## src/rtl/serializer16_pkg.sv

```systemverilog
// Shared constants, state encoding and bit-order helpers for serializer16.
package serializer16_pkg;

    localparam int SER_WIDTH = 16;
    localparam int SER_IDX_W = 4;

    typedef enum logic {
        IDLE  = 1'b0,
        SHIFT = 1'b1
    } state_e;

    // Index of the first bit put on the wire for the chosen bit order.
    function automatic logic [SER_IDX_W-1:0] first_idx(input bit msb_first);
        return msb_first ? SER_IDX_W'(SER_WIDTH - 1) : '0;
    endfunction

    // Index of the final bit of a word for the chosen bit order.
    function automatic logic [SER_IDX_W-1:0] last_idx(input bit msb_first);
        return msb_first ? '0 : SER_IDX_W'(SER_WIDTH - 1);
    endfunction

endpackage

```

## src/rtl/serializer16_mux16x4.sv

```systemverilog
// 16:1 single-bit multiplexer; purely combinational, zero latency, no flow control.
module mux16x4 (
    input  logic [15:0] in,
    input  logic [3:0]  sel,
    output logic        out
);

    assign out = in[sel];

endmodule

```

## src/rtl/serializer16.sv

```systemverilog
// 16-bit word to bit-serial converter with valid/ready on both sides; first bit one cycle after accept.
// Stalls hold bit and index; a new word is accepted on the last-bit transfer so words stream without bubbles.
module serializer16
    import serializer16_pkg::*;
#(
    parameter bit MSB_FIRST = 1'b0
) (
    input  logic                 clk,
    input  logic                 rst_n,
    input  logic                 load_valid,
    output logic                 load_ready,
    input  logic [SER_WIDTH-1:0] load_data,
    output logic                 ser_out,
    output logic                 ser_valid,
    input  logic                 ser_ready,
    output logic                 ser_last,
    output logic                 busy
);

    localparam logic [SER_IDX_W-1:0] FIRST_IDX = first_idx(MSB_FIRST);
    localparam logic [SER_IDX_W-1:0] LAST_IDX  = last_idx(MSB_FIRST);

    state_e                 state_q, state_d;
    logic [SER_IDX_W-1:0]   idx_q, idx_d;
    logic [SER_WIDTH-1:0]   hold_q, hold_d;

    logic                   mux_bit;
    logic                   in_shift;
    logic                   accept;
    logic                   xfer;

    mux16x4 u_mux (
        .in  (hold_q),
        .sel (idx_q),
        .out (mux_bit)
    );

    assign in_shift   = (state_q == SHIFT);
    assign ser_valid  = in_shift;
    assign ser_last   = in_shift && (idx_q == LAST_IDX);
    assign ser_out    = in_shift && mux_bit;
    assign busy       = in_shift;
    assign load_ready = !in_shift || (ser_last && ser_ready);
    assign accept     = load_valid && load_ready;
    assign xfer       = ser_valid && ser_ready;

    always_comb begin
        state_d = state_q;
        idx_d   = idx_q;
        hold_d  = hold_q;
        if (accept) begin
            // Covers both a load from IDLE and the back-to-back reload on the last bit.
            state_d = SHIFT;
            idx_d   = FIRST_IDX;
            hold_d  = load_data;
        end else if (xfer) begin
            if (ser_last) begin
                state_d = IDLE;
            end else if (MSB_FIRST) begin
                idx_d = idx_q - 1'b1;
            end else begin
                idx_d = idx_q + 1'b1;
            end
        end
    end

    always_ff @(posedge clk) begin
        if (!rst_n) begin
            state_q <= IDLE;
            idx_q   <= '0;
            hold_q  <= '0;
        end else begin
            state_q <= state_d;
            idx_q   <= idx_d;
            hold_q  <= hold_d;
        end
    end

endmodule

```

## config.mk

```make
export PLATFORM = sky130hd
export DESIGN_NAME = serializer16
export DESIGN_NICKNAME = d
export VERILOG_FILES = /design/src/rtl/serializer16_pkg.sv /design/src/rtl/serializer16_mux16x4.sv /design/src/rtl/serializer16.sv
export SDC_FILE = /design/constraint.sdc
export NUM_CORES = 1
export LEC_CHECK = 0
export CAP_MARGIN = 20
export CORE_MARGIN = 1.5
export CORE_UTILIZATION = 42
export CTS_CLUSTER_SIZE = 10
export DETAILED_ROUTE_END_ITERATION = 7
export PLACE_DENSITY_LB_ADDON = 0.08
export SLEW_MARGIN = 10
export SYNTH_ARGS = -nofsm -noshare
export SYNTH_HDL_FRONTEND = slang
export SYNTH_SLANG_ARGS = --single-unit
```

## constraint.sdc

```tcl
create_clock -name clk -period 1.7 [get_ports clk]
set_input_delay 0.17 -clock clk [delete_from_list [all_inputs] [get_ports clk]]
set_output_delay 0.17 -clock clk [all_outputs]
set_load 0.05 [all_outputs]
```

Word-level counts from Yosys, hierarchy flattened
Index checks and enable logic that the tools add are counted.
{"block": "word_totals", "wordCells": 25, "output_inout_bits": 5, "inputBits": 20, "ff_bits": 21}
{"block": "op_classes", "add_sub_neg": 1, "reduce_logical": 12, "muxes": 5, "n_eq_ne": 1, "magnitude_cmp": 1, "bitwise_logic": 2}
{"cell": "$logic_and 1x1->1", "count": 5}
{"cell": "$lt 4x5->1 const B", "count": 1}
{"cell": "$add 4x1->4 const B", "count": 1}
{"cell": "$bmux 1 s4", "count": 1}
{"cell": "$eq 4x4->1 const B", "count": 1}
{"cell": "$mux 1", "count": 4}
{"cell": "$reduce_and 2->1", "count": 2}
{"cell": "$reduce_bool 2->1", "count": 2}
{"cell": "$not 1->1", "count": 2}
{"cell": "$reduce_or 2->1", "count": 1}
{"cell": "$logic_not 1->1", "count": 1}
{"cell": "$logic_or 1x1->1", "count": 1}

Logic depth before layout (Yosys ltp)
{"block": "logic_depth", "word_depth": 7, "depth_mapped": 6, "depth_no_buf": 5}

Modules after synthesis
A second synthesis with hierarchy kept.
{"block": "unflattened", "cells_unflattened": 108, "area_unflattened_um2": 1068.5}
{"module": "serializer16", "area_per_inst_um2": 933.4, "instances": 1, "cells_each": 101, "seq_area_each_um2": 420.4}
{"module": "mux16x4", "area_per_inst_um2": 135.1, "instances": 1, "cells_each": 7, "seq_area_each_um2": 0.0}

Worst setup path after synthesis
No wires, ideal clock.
{"block": "synth_timing", "path_kind": "register -> register", "start": "reg state_q (netlist: busy)", "end": "reg idx_q[0]", "required_ps": 1584, "path_buffers": 0, "path_slack_ps": -104, "setup_time_ps": 116, "path_stages_with_launch": 5, "synth_period_minus_slack_ps": 1804, "t_arrival_ps": 1688, "cell_sequence": "dfxtp_1 and4_1 nor2_1 xnor2_1 nor2_1"}
{"block": "synth_via", "elab_chain_cells": 5, "elab_cells_between_ends": 9, "cone_classes": "1 x bitwise; 8 x reduce/logical"}
{"item": "start, declared", "line": "serializer16.sv:23", "rtl": "state_e state_q, state_d;"}
{"item": "start signal, assigned", "line": "serializer16.sv:73", "rtl": "state_q <= state_d;"}
{"item": "$logic_and 1x1->1 *", "line": "serializer16.sv:40", "rtl": "assign ser_last = in_shift && (idx_q == LAST_IDX);"}
{"item": "via ser_last", "line": "serializer16.sv:16", "rtl": "output logic ser_last,"}
{"item": "$logic_and 1x1->1", "line": "serializer16.sv:43", "rtl": "assign load_ready = !in_shift || (ser_last && ser_ready);"}
{"item": "$logic_or 1x1->1", "line": "serializer16.sv:43"}
{"item": "$logic_and 1x1->1", "line": "serializer16.sv:44", "rtl": "assign accept = load_valid && load_ready;"}
{"item": "$reduce_or 2->1 (no line)"}
{"item": "end signal, assigned", "line": "serializer16.sv:74", "rtl": "idx_q <= idx_d;"}
{"item": "end, declared", "line": "serializer16.sv:24", "rtl": "logic [SER_IDX_W-1:0] idx_q, idx_d;"}
The timed path passes the listed nets; every way through them passes the cells marked *.
A chain may end at the register's enable or synchronous reset.

Worst setup path in the final report
{"block": "layout_timing", "start": "reg idx_q[0]", "end": "out ser_out"}
{"block": "layout_via", "elab_chain_cells": 3}
{"item": "$bmux 1 s4", "line": "serializer16_mux16x4.sv:8", "rtl": "assign out = in[sel];"}
{"item": "$mux 1 (implied by the code)", "line": "serializer16_mux16x4.sv:8"}
{"item": "$logic_and 1x1->1", "line": "serializer16.sv:41", "rtl": "assign ser_out = in_shift && mux_bit;"}
{"item": "end, declared", "line": "serializer16.sv:13", "rtl": "output logic ser_out,"}
Every way passes these cells. The select of a mux whose other input is x is not followed.

==> reports/metrics.yaml <==
detailed_routing:
  drt_pre_antenna_iters: 4
  total_via_count_in_the_routed_design: 898
  wl_um: 2016
  route.detailed.wl_per_inst_um: 11.93
  drt-vias-per-instance: 5.314
  drc: 0
  drt.antenna.violating_nets: 0
  drt_initial_violations: 12
cells_and_area:
  insertedDiodeCount: 0
  areaGrowthSynthToFinish_pct: 39.82
  fraction_of_layout_instances_using_a_drive_strength_above_1: 0.1915
  commonest_non_fill_non_tap_cells_in_the_layout: "20 x sky130_fd_sc_hd__dfxtp_1, 19 x sky130_fd_sc_hd__clkdlybuf4s50_1, 18 x sky130_fd_sc_hd__nand2_1"
  mostFrequentLayoutCell: "sky130_fd_sc_hd__dfxtp_1"
  nFillCells: 197
  nNetsFinal: 163
  postLayoutCellArea_mm2: 0.001349
floorplanning:
  floorplan.die.height_um: 50.93
  design.portCount: 25
  rows: 17
  die_area_mm2: 0.002593
  initial_utilization: 0.4403
  core_area_mm2: 0.002191
  die_w_um: 50.93
critical_path:
  crit_arrival_ns: 1.84
  timing.critical_path.required_ns: 1.53
  crit_fanout: 3
  critical_path.reg2reg.startpoint: "idx_q[0]"
  timing.critical_path.from: "idx_q[0]"
  startpoint_type: "register"
  path_class: "register to output pin"
  critical_path_end_type: "output pin"
global_routing:
  grt_util_overall: 0.1766
  largest_net_degree_at_the_start_of_global_routing: 33
  grt_overflow_total: 0
  antenna_found_initial: 0
  grt_pass1_vias: 810
  grt_pass1_wl_um: 3450
outcome:
  failed_checks: "setup timing"
  run_status: "finished with violations"
synthesis:
  postSynth.topFlopCell: "sky130_fd_sc_hd__dfxtp_1"
  postSynthCellCount: 115
  synth.net_count: 136
  yosysSeqAreaShare: 0.4358
  synthArstFlopShare: 0
  number_of_distinct_library_cell_variants_in_the_gate_level_netlist_after_synthesis: 27
  syn-cell-area_um2: 964.7
  yosysWarnings: 0
  number_of_flops_mapped_to_enable_cells_by_yosys: 0
  synth-seq-cells: 21
  syn-mean-instance-area_um2: 8.388
sta:
  finalSetupViolCount: 1
  rsz0062_at_grt: "true"
  timing.final.ws_setup_ns: -0.3142
  min_period_over_period: 1.185
  finalHoldViolations: 0
  maxSlewViolCount: 0
  slew-limit-headroom: 0.7976
  fin_skew_ns: 0.004385
  max_clock_freq_mhz: 496.5
  fin_crit_ns: 2.014
  max_slew.worst_pin.slew_ns: 0.3032
  tns_ns: -0.3142
power_and_ir_drop:
  power_per_cell_area_mw_per_mm2: 703.3
  power.leakage_nw: 0.4707
  vdd_drop_max_mv: 0.3925
  power.total_w: 0.0009487
clock_tree:
  clockBufferDepth: 2
  hold_buffers: 0
  cts_num_sinks: 21
  tritoncts_clock_tree: "yes"
  clk_pin_slew_ns: 0.11
  root_buffer: "sky130_fd_sc_hd__clkbuf_4"
  cts_buffers: 3
  clock_latency_ns: 0.30
  htree_num_levels: 1
placement:
  io_buffer_count: 24
  post_place_instance_area_mm2: 0.001265
  place.gp.congestion: 0.8745
  dp.final_hpwl_um: 1457
job:
  maxCapViolCount: 0
hold_path:
  class_of_the_tightest_hold_or_removal_check: "input port to register"
  hold_path.startpoint: "load_data[15]"
[Yosys cell counts, drive strengths merged (2+ instances only)]
library cell  number  area, um^2
a21oi              2       10.01
a2bb2oi            2       17.52
a31oi              2       12.51
buf                5       33.78
clkbuf             5       18.77
dfxtp             21       420.4
mux2i              4       40.04
mux4               2       45.04
nand2             19       71.32
nand3             18       90.09
nor2               4       15.01
o21ai             17       85.08
xnor2              2       17.52
[critical path, cell delays in order, from the launching register on]
cell                        delay, ns
sky130_fd_sc_hd__dfxtp_4         0.38
sky130_fd_sc_hd__mux4_2          0.48
sky130_fd_sc_hd__a2bb2oi_1       0.14
sky130_fd_sc_hd__a32o_1          0.25
sky130_fd_sc_hd__and2_4          0.16
sky130_fd_sc_hd__buf_6           0.14
[logic make-up after synthesis]
group,after synthesis,synth area share
DFF,21,0.4358
xor gates and xnor gates,2,0.01816
and+or+nand+nor,48,0.2309
AOI/OAI and AO/OA,26,0.1556
adders and majority gates,1,0.01297
muxes,6,0.08820
buffers and inverters,11,0.05836
[repair_timing]
item / 4_1_cts / 5_1_grt
cloned: 0 / 0
endpoints found under the setup margin: 3 / 15
setup buffers: 0 / 2
gates resized for setup: 3 / 14
pin swaps: 1 / 3
[final cells by class]
class | count | area [um^2] | share of cell area
Multi-Input combinational cell | 83 | 526.8 | 0.3905
Sequential cell | 21 | 424.2 | 0.3145
Timing Repair Buffer | 32 | 332.8 | 0.2468
Tap cell | 28 | 35.03 | 0.02597
Clock buffer | 4 | 26.28 | 0.01948
Inverter | 1 | 3.754 | 0.002783
[path summary, 6_finish.rpt]
kind	endpoint	slack (ns)	depth (start not counted)
hold / removal	hold_q[15]	0.42	3
setup / recovery	ser_out	-0.31	5
setup reg to reg	hold_q[0]	0.09	8
hold reg to reg	hold_q[15]	0.46	2
[power by group]
| group | internal, W | leakage (nW) | switching [W] |
|---|---|---|---|
| clock | 0.0000913 | 0.0150 | 0.000142 |
| combinational | 0.0000962 | 0.283 | 0.0000843 |
| sequential | 0.000517 | 0.173 | 0.0000178 |
[registers in the layout (all words and copies together) (netlist names)]
register / flops
hold_q: 16
idx_q: 4
busy: 1
[through the flow]
stage,setup WS (ns),util,std cells,hold slack (ns)
2_1_floorplan,0.002462,-,115,0.3004
3_3_place_gp,-0.08017,0.5774,163,0.4470
3_5_place_dp,-0.09652,0.5774,163,0.4528
4_1_cts,-0.3345,0.5928,167,0.4215
5_1_grt,-0.3893,0.6156,169,0.4125
6_report,-0.3142,0.6156,169,0.4166
[metal layers]
layer | up-vias | share of wire | GRT usage
li1 | 459 | - | -
met2 | 21 | 0.48 | 0.2835
met3 | 6 | 0.034 | 0.03801
met1 | 412 | 0.46 | 0.2204
met4 | 0 | 0.024 | 0.09459
met5 | - | 0 | 0
No activity file was read; power rests on OpenSTA's default activity.
